`config.mk`:
```
export PLATFORM = sky130hd
export DESIGN_NAME = instruction_fetch_stage
export DESIGN_NICKNAME = d
export VERILOG_FILES = /design/src/rtl/instruction_fetch_stage.sv
export SDC_FILE = /design/constraint.sdc
export NUM_CORES = 1
export LEC_CHECK = 0
export CAP_MARGIN = 25
export CELL_PAD_IN_SITES_DETAIL_PLACEMENT = 1
export CELL_PAD_IN_SITES_GLOBAL_PLACEMENT = 1
export CORE_ASPECT_RATIO = 0.7
export CORE_UTILIZATION = 46
export DETAILED_ROUTE_END_ITERATION = 8
export HOLD_SLACK_MARGIN = 0.1
export PLACE_DENSITY = 0.95
export SLEW_MARGIN = 20
export SYNTH_ARGS = -nofsm -noshare
export SYNTH_HDL_FRONTEND = slang
export SYNTH_SLANG_ARGS = --single-unit
```
`constraint.sdc`:
```
create_clock -name clk -period 11.9 [get_ports clk]
set_clock_uncertainty 0.15 [all_clocks]
set_input_delay 3.57 -clock clk [delete_from_list [all_inputs] [get_ports clk]]
set_output_delay 3.57 -clock clk [all_outputs]
set_load 0.005 [all_outputs]
```
`src/rtl/instruction_fetch_stage.sv`:
```
`default_nettype none
// ============================================================================
// Module      : instruction_fetch_stage
// Description : Issues in-order instruction memory requests for the PC stage.
//               It tracks outstanding fetches and buffers returned words in a
//               small FIFO for the decode stage. It also applies back-pressure
//               to the PC stage and squashes wrong-path responses after a flush.
// Revision    : 1.0 - initial release
// ============================================================================
module instruction_fetch_stage #(
    parameter int                    ADDR_WIDTH      = 32,
    parameter int                    DATA_WIDTH      = 32,
    parameter int                    FIFO_DEPTH      = 2,
    parameter int                    MAX_OUTSTANDING = 2,
    parameter logic [DATA_WIDTH-1:0] NOP_WORD        = 32'h00000013
) (
    input  logic                  clk,
    input  logic                  rst,
    input  logic [ADDR_WIDTH-1:0] pc,
    input  logic                  pc_valid,
    input  logic                  clear_instruction_fetch_stage,
    input  logic                  stall_instruction_fetch_stage,
    output logic                  imem_req,
    output logic [ADDR_WIDTH-1:0] imem_addr,
    input  logic                  imem_gnt,
    input  logic                  imem_rvalid,
    input  logic [DATA_WIDTH-1:0] imem_rdata,
    output logic [DATA_WIDTH-1:0] instruction,
    output logic [ADDR_WIDTH-1:0] pc_fetched,
    output logic                  instruction_valid,
    output logic                  stall_programe_counter_stage
);

    localparam int c_os_w = $clog2(MAX_OUTSTANDING + 1);
    localparam int c_tq_w = (MAX_OUTSTANDING > 1) ? $clog2(MAX_OUTSTANDING) : 1;
    localparam int c_fp_w = $clog2(FIFO_DEPTH);
    localparam int c_fc_w = $clog2(FIFO_DEPTH + 1);

    localparam logic [c_os_w-1:0] c_os_one  = c_os_w'(1);
    localparam logic [c_tq_w-1:0] c_tq_one  = c_tq_w'(1);
    localparam logic [c_tq_w-1:0] c_tq_last = c_tq_w'(MAX_OUTSTANDING - 1);
    localparam logic [c_fp_w-1:0] c_fp_one  = c_fp_w'(1);
    localparam logic [c_fc_w-1:0] c_fc_one  = c_fc_w'(1);

    // Request bookkeeping
    logic [c_os_w-1:0]     r_outstanding;
    logic [c_os_w-1:0]     r_kill;
    logic [c_os_w-1:0]     w_outstanding_nxt;

    // In-order PC tag queue (one entry per granted request)
    logic [ADDR_WIDTH-1:0] r_tag_q [MAX_OUTSTANDING];
    logic [c_tq_w-1:0]     r_tag_wr;
    logic [c_tq_w-1:0]     r_tag_rd;

    // Output FIFO
    logic [DATA_WIDTH-1:0] r_fifo_data [FIFO_DEPTH];
    logic [ADDR_WIDTH-1:0] r_fifo_pc   [FIFO_DEPTH];
    logic [c_fp_w-1:0]     r_fifo_wr;
    logic [c_fp_w-1:0]     r_fifo_rd;
    logic [c_fc_w-1:0]     r_fifo_count;

    logic w_credit;
    logic w_fire;
    logic w_rsp;
    logic w_push;
    logic w_pop;
    logic w_valid;

    function automatic logic [c_tq_w-1:0] tq_next(input logic [c_tq_w-1:0] p);
        return (p == c_tq_last) ? '0 : p + c_tq_one;
    endfunction

    // Credit counts killed-but-unreturned requests too, so the FIFO can never overflow
    assign w_credit = ((32'(r_outstanding) + 32'(r_fifo_count)) < FIFO_DEPTH) &&
                      (32'(r_outstanding) < MAX_OUTSTANDING);

    assign imem_req  = pc_valid && w_credit && !clear_instruction_fetch_stage && !rst;
    assign imem_addr = pc;
    assign w_fire    = imem_req && imem_gnt;

    assign stall_programe_counter_stage = pc_valid && !w_fire;

    // A response with nothing outstanding is stray and is ignored entirely
    assign w_rsp   = imem_rvalid && (r_outstanding != '0);
    assign w_push  = w_rsp && (r_kill == '0) && !clear_instruction_fetch_stage;
    assign w_valid = (r_fifo_count != '0);
    assign w_pop   = w_valid && !stall_instruction_fetch_stage && !clear_instruction_fetch_stage;

    // Outstanding count after this cycle's grant and response
    always_comb begin
        w_outstanding_nxt = r_outstanding;
        if (w_fire && !w_rsp) begin
            w_outstanding_nxt = r_outstanding + c_os_one;
        end else if (!w_fire && w_rsp) begin
            w_outstanding_nxt = r_outstanding - c_os_one;
        end
    end

    // Outstanding and kill counters; a flush marks every still-pending request as wrong-path
    always_ff @(posedge clk or posedge rst) begin
        if (rst) begin
            r_outstanding <= '0;
            r_kill        <= '0;
        end else begin
            r_outstanding <= w_outstanding_nxt;
            if (clear_instruction_fetch_stage) begin
                r_kill <= w_outstanding_nxt;
            end else if (w_rsp && (r_kill != '0)) begin
                r_kill <= r_kill - c_os_one;
            end
        end
    end

    // Tag queue pointers: push on grant, pop on every accepted response
    always_ff @(posedge clk or posedge rst) begin
        if (rst) begin
            r_tag_wr <= '0;
            r_tag_rd <= '0;
        end else begin
            if (w_fire) begin
                r_tag_wr <= tq_next(r_tag_wr);
            end
            if (w_rsp) begin
                r_tag_rd <= tq_next(r_tag_rd);
            end
        end
    end

    // Tag queue storage
    always_ff @(posedge clk) begin
        if (w_fire) begin
            r_tag_q[r_tag_wr] <= pc;
        end
    end

    // FIFO pointers and occupancy; a flush empties the FIFO
    always_ff @(posedge clk or posedge rst) begin
        if (rst) begin
            r_fifo_wr    <= '0;
            r_fifo_rd    <= '0;
            r_fifo_count <= '0;
        end else if (clear_instruction_fetch_stage) begin
            r_fifo_wr    <= '0;
            r_fifo_rd    <= '0;
            r_fifo_count <= '0;
        end else begin
            if (w_push) begin
                r_fifo_wr <= r_fifo_wr + c_fp_one;
            end
            if (w_pop) begin
                r_fifo_rd <= r_fifo_rd + c_fp_one;
            end
            if (w_push && !w_pop) begin
                r_fifo_count <= r_fifo_count + c_fc_one;
            end else if (!w_push && w_pop) begin
                r_fifo_count <= r_fifo_count - c_fc_one;
            end
        end
    end

    // FIFO storage: returned word tagged with its request PC
    always_ff @(posedge clk) begin
        if (w_push) begin
            r_fifo_data[r_fifo_wr] <= imem_rdata;
            r_fifo_pc[r_fifo_wr]   <= r_tag_q[r_tag_rd];
        end
    end

    // Present FIFO head, or a NOP bubble when empty
    always_comb begin
        instruction_valid = w_valid;
        instruction       = NOP_WORD;
        pc_fetched        = '0;
        if (w_valid) begin
            instruction = r_fifo_data[r_fifo_rd];
            pc_fetched  = r_fifo_pc[r_fifo_rd];
        end
    end

endmodule
`default_nettype wire

```
==> results of run 1 <==
==> cell type report <==
type	instances	area share
flip-flops and latches	202	0.578
clock inverters	11	0.0148
inverters	8	0.00288
repair buffers	174	0.169
multi-input cells	205	0.156
clock buffers	26	0.0523
well taps	225	0.0270
==> sequential cells by signal (all words and copies together), names as in the netlist <==
name / flops
r_fifo_wr: 1
r_fifo_data: 64
r_kill: 2
r_fifo_rd: 1
r_outstanding: 2
r_tag_wr: 1
r_tag_rd: 1
r_tag_q: 64
r_fifo_pc: 64
r_fifo_count: 2
==> per-layer routing <==
layer / GRT usage / vias to the layer above / share of wire
li1: - / 1986 / -
met1: 0.247 / 2214 / 0.42
met2: 0.371 / 147 / 0.52
met3: 0.0440 / 20 / 0.053
met4: 0.0410 / 0 / 0.015
met5: 0 / - / 0
==> cell families (layout without fill, tap and decap cells) <==
group                      after synthesis  in the layout  share of synthesized area
DFF                                    202            202                      0.751
xor gates and xnor gates                 6              6                    0.00656
muxes                                  100            100                      0.130
adders and majority gates                3              3                    0.00563
AOI/OAI and AO/OA                        8              8                    0.00641
and+or+nand+nor                         88             88                     0.0506
buffers and inverters                   60            219                     0.0492
==> power by group through the flow <==
stage	clock, W	combinational [W]	sequential (W)
3_5_place_dp	0	0.000288	0.000906
5_1_grt	0.000701	0.000309	0.000895
2_1_floorplan	0	0.000195	0.000868
4_1_cts	0.000676	0.000291	0.000891
6_report	0.000661	0.000286	0.000889
3_3_place_gp	0	0.000261	0.000902
==> stage by stage <==
stage,std cells,util
floorplan,467,-
global placement,812,0.581
detailed placement,813,0.582
CTS,850,0.624
global route,851,0.626
finish,851,0.626
==> placed cells by master, fill, tap and decap left out, drive strengths merged <==
master,count
edfxtp,192
clkdlybuf4s50,169
mux2i,67
nor2,65
mux2,33
clkbuf,26
dfrtp,10
inv,8
nand2,6
nor3b,6
clkinv,6
buf,5
xnor2,4
bufinv,4
o21ai,3
and2,2
xor2,2
a21oi,2
ha,2
nor3,2
and3,2
nor4b,1
and2b,1
and3b,1
a211o,1
nand4,1
a41o,1
a211oi,1
or3,1
fa,1
clkinvlp,1
==> synthesized netlist by cell type (2+ instances only) <==
cell type	number
a21oi_1	2
and2_1	2
and3_1	2
buf_2	12
buf_4	37
buf_6	2
dfrtp_1	10
edfxtp_1	192
ha_1	2
inv_1	8
mux2_2	33
mux2i_1	67
nand2_1	6
nor2_1	65
nor3_1	2
nor3b_1	5
o21ai_0	3
xnor2_1	4
xor2_1	2
==> path summary, 6_finish.rpt <==
kind / startpoint / to / slack [ns] / cells past startpoint
max in group asynchronous: rst / r_fifo_rd / 7.91 / 2
hold / removal: r_tag_q[1][31] / r_fifo_pc[1][31] / 0.41 / 1
setup reg to reg: r_fifo_count[0] / r_tag_q[0][27] / 8.84 / 7
min in group asynchronous: rst / r_tag_wr / 3.35 / 2
hold reg to reg: r_tag_q[1][31] / r_fifo_pc[1][31] / 0.41 / 1
setup / recovery: clear_instruction_fetch_stage / stall_programe_counter_stage / 2.64 / 5
==> critical path: cells and delay by family <==
kind / cells / cell delay [ns]
AND/OR/NAND/NOR: 3 / 0.87
buffers and inverters: 2 / 1.10
==> summary.txt, run 1 <==
Status: finished clean
Crit path DAT: 5.54 ns
Post-route DRC violation count: 0
Yosys warning total: 0
# rows: 39
CP cell instances: clkdlybuf4s50_1 > nor3b_2 > nand2_1 > and2_1 > clkdlybuf4s50_1
Seq/Total Area, Yosys: 0.751
Area post-placement: 9690 µm²
Clk buf depth: 3
Routed Antenna Nets: 0
Post-synth cell types: 30
Dpl ws: 2.65 ns
Pre-Repair DR Iteration Count: 4
Routability Congestion: 0.790
Height of the chip: 112 µm
Total power: 0.00184 W
Layout cells sized above 1: 0.123
Critical path data required time: 8.18 ns
H-tree levels: 1
Reg clk slew, reported paths: 0.06 ns
Clock power share: 0.360
Routed WL: 18.0 mm
# diodes: 0
Top-Level Pins: 170
Critical path fanouts, max: 10
Number of setup buffers added after CTS: 0
Final Hold Fails: 0
CP Class: input port to output port
Total gr overflow: 0
Reg area: 6020 µm²
Cell Pwr Density: 176 nW/µm²
Final TNS setup: 0 ns
Sw Ratio: 0.233
Syn Area/Cell: 17.1 µm²
Die Width: 160 µm
Slowest CP cell: clkdlybuf4s50_1
Final setup vio count: 0
Drt wl/cell: 21.2 µm
Async set-reset flop share out of synthesis: 0.0495
Skew-Pair Late Insertion Delay: 0.48 ns
Post-synth EDFFs: 192
P_sw: 0.000428 W
Max_slew headroom: 0.363
Vias in the first global route: 4858
Setup ws final: 2.64 ns
RSZ-0062 raised after global routing: no
Fmax: 108 MHz
Cell area after layout: 10400 µm²
Synthesized area: 8010 µm²
# hold bufs at CTS: 0
Hpwl dp: 11.6 mm
Initial Util: 0.481
Max VDD drop: 0.148 mV
Largest cells by area after synthesis: edfxtp_1, mux2i_1, mux2_2, buf_4, dfrtp_1
Initial antenna violation count: 0
Slew Limit Fails: 0
Top_reg_cell synth: edfxtp_1
CTS tree: yes
Syn_nets: 541
CP max stage delay: 0.66 ns
Total of max-cap violations: 0
NumNets Final: 686
Fillers: 1480
Worst hold path class: flip-flop to flip-flop
Drt via density: 5.13
Post_cts resized: 0
Period utilization: 0.779
Type of origin of the critical path: input port
Gate power share: 0.156
Syn Inst Count: 467
Multi-input combinational cell area: 1620 µm²
Core area: 16600 µm²
Num CTS Buffers: 21
Tmin final: 9.26 ns
Crit. End Element: output port
Die footprint: 17900 µm²
Post-synth top area share: 0.720
Starting DRT DRC Count: 198
Pin count of the biggest net entering global routing: 65
First-pass GRT wire length: 27.4 mm
Seq pwr share: 0.484
Port Buffers: 169
Worst Hold Margin: 0.409 ns
Int Pwr: 0.00141 W
Slew @ Worst Pin: 0.956 ns
Static Leakage: 3.38 nW
Routed vias: 4367
Area Growth Syn to Fin: 30.1%
Aggregate global-route resource usage: 0.202
Crit path top cell by count: clkdlybuf4s50_1
#FFs+latches synth: 202
Clk sinks: 202
Cell taking the most area after synthesis: edfxtp_1
CTS root buf: clkbuf_16
Note: power is estimated with default switching activity, not from simulation.
==> run 2, diff against run 1 <==
CORE_UTILIZATION = 38   (was 46)
PLACE_DENSITY = 0.87   (was 0.95)
clock period = 8.3 ns   (was 11.9 ns; I/O delays follow)
==> summary.txt, run 2 (same netlist as run 1, synthesis figures left out) <==
Num CTS Buffers: 21 (unchanged)
Final Hold Fails: 0 (unchanged)
Final setup vio count: 0 (unchanged)
Aggregate global-route resource usage: 0.160 (was 0.202)
Layout cells sized above 1: 0.117 (was 0.123)
Total gr overflow: 0 (unchanged)
CTS tree: yes (unchanged)
Total of max-cap violations: 0 (unchanged)
Status: finished clean (unchanged)
Slew @ Worst Pin: 0.965 ns (was 0.956 ns)
Fillers: 1983 (was 1480)
Sw Ratio: 0.240 (was 0.233)
Clock power share: 0.345 (was 0.360)
Setup ws final: 1.20 ns (was 2.64 ns)
Fmax: 141 MHz
Commonest non-fill, non-tap cells in the layout: edfxtp_1, clkdlybuf4s50_1, mux2i_1, nor2_1, mux2_2 (unchanged)
Crit path top cell by count: clkdlybuf4s50_1 (unchanged)
Seq pwr share: 0.496 (was 0.484)
Clk buf depth: 3 (unchanged)
Slew Limit Fails: 0 (unchanged)
Hpwl dp: 11.1 mm (was 11.6 mm)
Static Leakage: 3.35 nW (was 3.38 nW)
Cell area after layout: 10400 µm² (about the same)
# diodes: 0 (unchanged)
Height of the chip: 123 µm (was 112 µm)
Drt wl/cell: 19.4 µm (was 21.2 µm)
Worst Hold Margin: 0.415 ns (was 0.409 ns)
Cell Pwr Density: 247 nW/µm² (was 176 nW/µm²)
Number of setup buffers added after CTS: 0 (unchanged)
Critical path data required time: 5.66 ns (was 8.18 ns)
CP Class: input port to output port (unchanged)
Pin count of the biggest net entering global routing: 65 (unchanged)
Vias in the first global route: 4742 (was 4858)
Worst path buffer plus inverter count: 2 (unchanged)
Most common cell after layout, fill and taps aside: edfxtp_1 (unchanged)
Starting DRT DRC Count: 200 (was 198)
Initial Util: 0.387 (was 0.481)
Core area: 20700 µm² (was 16600 µm²)
Largest registers: r_fifo_data (64), r_fifo_pc (64), r_tag_q (64) (unchanged)
# rows: 44 (was 39)
Tmin final: 7.10 ns
CP max stage delay: 0.67 ns (was 0.66 ns)
CP cell instances: clkdlybuf4s50_1 > nor3b_2 > nand2_1 > and2_1 > clkdlybuf4s50_1 (unchanged)
Clk sinks: 202 (unchanged)
Dpl ws: 1.20 ns (was 2.65 ns)
Routed Antenna Nets: 0 (unchanged)
Max_slew headroom: 0.356 (was 0.363)
CTS root buf: clkbuf_16 (unchanged)
Type of origin of the critical path: input port (unchanged)
NumNets Final: 686 (unchanged)
First-pass GRT wire length: 26.4 mm (was 27.4 mm)
Int Pwr: 0.00195 W (was 0.00141 W)
Initial antenna violation count: 0 (unchanged)
Area post-placement: 9770 µm² (was 9690 µm²)
Area Growth Syn to Fin: 30.0% (was 30.1%)
# hold bufs at CTS: 0 (unchanged)
Drt via density: 4.79 (was 5.13)
Final design utilization: 0.503 (was 0.626)
Crit. End Element: output port (unchanged)
Max VDD drop: 0.125 mV (was 0.148 mV)
Period utilization: 0.856
Gate power share: 0.159 (was 0.156)
Critical path fanouts, max: 10 (unchanged)
Slowest CP cell: clkdlybuf4s50_1 (unchanged)
Routed WL: 17.5 mm (was 18.0 mm)
Skew-Pair Late Insertion Delay: 0.49 ns (was 0.48 ns)
Post_cts resized: 0 (unchanged)
Die footprint: 21700 µm² (was 17900 µm²)
RSZ-0062 raised after global routing: no (unchanged)
Post-route DRC violation count: 0 (unchanged)
Final TNS setup: 0 ns (unchanged)
Routability Congestion: 0.750 (was 0.790)
P_sw: 0.000616 W (was 0.000428 W)
Port Buffers: 169 (unchanged)
Die Width: 175 µm (was 160 µm)
Pre-Repair DR Iteration Count: 4 (unchanged)
Crit-path leading delay family: buffers and inverters (unchanged)
Crit path DAT: 4.46 ns (was 5.54 ns)
H-tree levels: 1 (unchanged)
Reg clk slew, reported paths: 0.06 ns (about the same)
Top-Level Pins: 170 (unchanged)
Worst hold path class: flip-flop to flip-flop (unchanged)
Routed vias: 4314 (was 4367)
-- run 2: power by group through the flow --
stage          registers [W]  logic (W)  clock network, W
3_5_place_dp         0.00130   0.000408                 0
3_3_place_gp         0.00129   0.000385                 0
4_1_cts              0.00128   0.000415          0.000912
6_report             0.00127   0.000407          0.000886
2_1_floorplan        0.00124   0.000280                 0
5_1_grt              0.00128   0.000443          0.000946
-- run 2: stage by stage --
stage	total power, W	std cells
after detailed placement	0.00170	865
after global routing	0.00267	901
final	0.00257	901
after floorplan	0.00152	467
after CTS	0.00260	901
after global placement	0.00167	864
-- run 2: per-layer routing --
layer	up-vias	share of wire	wire length [µm]	GRT usage
met1	2182	0.43	7530	0.198
li1	1993	-	-	-
met3	24	0.043	744	0.0323
met5	-	0	0	0
met4	0	0.019	332	0.0353
met2	115	0.51	8890	0.291
-- run 2: final cells by class --
cell class	count	area [µm²]	area share
clock inverter	11	96.3	0.00926
clock buffer	25	541	0.0519
timing repair buffer	174	1750	0.168
inverter	8	30.0	0.00289
multi-input combinational	205	1620	0.156
tap	276	345	0.0332
sequential	202	6020	0.579
-- run 2: worst paths after layout --
path	slack, ns	from	endpoint	cells after the start
worst min register to register	0.41	r_tag_q[0][21]	r_fifo_pc[0][21]	1
min in group asynchronous	2.24	rst	r_outstanding[0]	2
worst max-delay path	1.20	clear_instruction_fetch_stage	stall_programe_counter_stage	5
max in group asynchronous	5.42	rst	r_fifo_rd	2
worst min-delay path	0.41	r_tag_q[0][21]	r_fifo_pc[0][21]	1
worst max register to register	5.24	r_fifo_count[0]	r_tag_q[0][26]	7
==> run 3, diff against run 2 <==
CAP_MARGIN = unset   (was 25)
CORE_MARGIN = 3   (was unset)
==> summary.txt, run 3 (same netlist as run 1, synthesis figures left out) <==
Final TNS setup: 0 ns (unchanged)
CP max stage delay: 0.66 ns (was 0.67 ns)
Num CTS Buffers: 20 (was 21)
Routed WL: 18.0 mm (was 17.5 mm)
CP Class: input port to output port (unchanged)
Number of setup buffers added after CTS: 0 (unchanged)
CTS tree: yes (unchanged)
Hpwl dp: 11.4 mm (was 11.1 mm)
Total of max-cap violations: 0 (unchanged)
H-tree levels: 1 (unchanged)
Grt peak-use layer: met2 (unchanged)
Final Hold Fails: 0 (unchanged)
Drt via density: 4.86 (was 4.79)
Max_slew headroom: 0.366 (was 0.356)
RSZ-0062 raised after global routing: no (unchanged)
# hold bufs at CTS: 0 (unchanged)
Dpl ws: 1.21 ns (was 1.20 ns)
CTS root buf: clkbuf_16 (unchanged)
Core area: 20200 µm² (was 20700 µm²)
Final setup vio count: 0 (unchanged)
Initial antenna violation count: 0 (unchanged)
Die footprint: 22900 µm² (was 21700 µm²)
# rows: 43 (was 44)
Routability Congestion: 0.742 (was 0.750)
Fillers: 1930 (was 1983)
Height of the chip: 127 µm (was 123 µm)
Post-route DRC violation count: 0 (unchanged)
Setup ws final: 1.23 ns (was 1.20 ns)
Routed Antenna Nets: 0 (unchanged)
Drt wl/cell: 20.1 µm (was 19.4 µm)
Static Leakage: 3.34 nW (was 3.35 nW)
Period utilization: 0.851 (was 0.856)
Routed vias: 4354 (was 4314)
Pre-Repair DR Iteration Count: 4 (unchanged)
Skew-Pair Late Insertion Delay: 0.48 ns (was 0.49 ns)
Aggregate global-route resource usage: 0.155 (was 0.160)
Area Growth Syn to Fin: 30.0% (unchanged)
Vias in the first global route: 4866 (was 4742)
Commonest non-fill, non-tap cells in the layout: edfxtp_1, clkdlybuf4s50_1, mux2i_1, nor2_1, mux2_2 (unchanged)
Crit-path leading delay family: buffers and inverters (unchanged)
Top-Level Pins: 170 (unchanged)
Total gr overflow: 0 (unchanged)
Reg clk slew, reported paths: 0.06 ns (about the same)
Type of origin of the critical path: input port (unchanged)
Critical path fanouts, max: 10 (unchanged)
Crit path DAT: 4.43 ns (was 4.46 ns)
Initial Util: 0.396 (was 0.387)
Post_cts resized: 0 (unchanged)
First-pass GRT wire length: 28.0 mm (was 26.4 mm)
Max VDD drop: 0.113 mV (was 0.125 mV)
Slowest CP cell: clkdlybuf4s50_1 (unchanged)
Crit. End Element: output port (unchanged)
Clk sinks: 202 (unchanged)
Slew @ Worst Pin: 0.951 ns (was 0.965 ns)
Port Buffers: 169 (unchanged)
Layout cells sized above 1: 0.122 (was 0.117)
Fmax: 142 MHz (was 141 MHz)
Cell Pwr Density: 246 nW/µm² (was 247 nW/µm²)
CP cell instances: clkdlybuf4s50_1 > nor3b_2 > nand2_1 > and2_1 > clkdlybuf4s50_1 (unchanged)
Slew Limit Fails: 0 (unchanged)
Tmin final: 7.07 ns (was 7.10 ns)
Critical path data required time: 5.66 ns (about the same)
NumNets Final: 685 (was 686)
Met1 usage: 0.198 (about the same)
Starting DRT DRC Count: 213 (was 200)
Most common cell after layout, fill and taps aside: edfxtp_1 (unchanged)
Largest registers: r_fifo_data (64), r_fifo_pc (64), r_tag_q (64) (unchanged)
Met2 usage: 0.275 (was 0.291)
Status: finished clean (unchanged)
Pin count of the biggest net entering global routing: 65 (unchanged)
Worst path buffer plus inverter count: 2 (unchanged)
Worst hold path class: flip-flop to flip-flop (unchanged)
M3 GR Usage: 0.0333 (was 0.0323)
# diodes: 0 (unchanged)
Die Width: 179 µm (was 175 µm)
Clk buf depth: 3 (unchanged)
Crit path top cell by count: clkdlybuf4s50_1 (unchanged)
run 3: path summary, 6_finish.rpt:
path                                                from                            to  slack (ns)  cells after the start
setup / recovery           clear_instruction_fetch_stage  stall_programe_counter_stage        1.23                      5
hold / removal                                  r_tag_wr                      r_tag_wr        0.39                      1
setup reg to reg                         r_fifo_count[0]                r_tag_q[0][30]        5.30                      7
hold reg to reg                                 r_tag_wr                      r_tag_wr        0.39                      1
max in group asynchronous                            rst                     r_fifo_rd        5.44                      2
min in group asynchronous                            rst               r_fifo_count[0]        2.23                      2
run 3: through the flow:
step                      area (µm²)  instances  hold slack [ns]  power, W   util
after global placement          9730        858            0.383   0.00167  0.481
after CTS                      10400        894            0.393   0.00260  0.513
after floorplan                 8010        467            0.310   0.00152      -
after global routing           10400        895            0.421   0.00268  0.514
final                          10400        895            0.388   0.00256  0.514
after detailed placement        9730        858            0.384   0.00171  0.481
run 3: cell type report:
cell class | count | area (µm²) | share of cell area
Clock inverter | 7 | 67.6 | 0.00649
Sequential cell | 202 | 6020 | 0.579
Multi-Input combinational cell | 205 | 1620 | 0.156
Clock buffer | 29 | 577 | 0.0554
Inverter | 8 | 30.0 | 0.00289
Tap cell | 270 | 338 | 0.0325
Timing Repair Buffer | 174 | 1750 | 0.168
run 3: report_power, final:
part	total (W)	internal, W	switching, W	leakage, nW
clock network	0.000882	0.000517	0.000365	0.307
registers	0.00127	0.00120	0.0000710	1.85
logic	0.000409	0.000227	0.000182	1.18
run 3: layer usage:
metal  up-vias  routed length (µm)
met3        20                 858
li1       1985                   -
met4         0                 306
met2       133                8970
met1      2216                7820
met5         -                   0
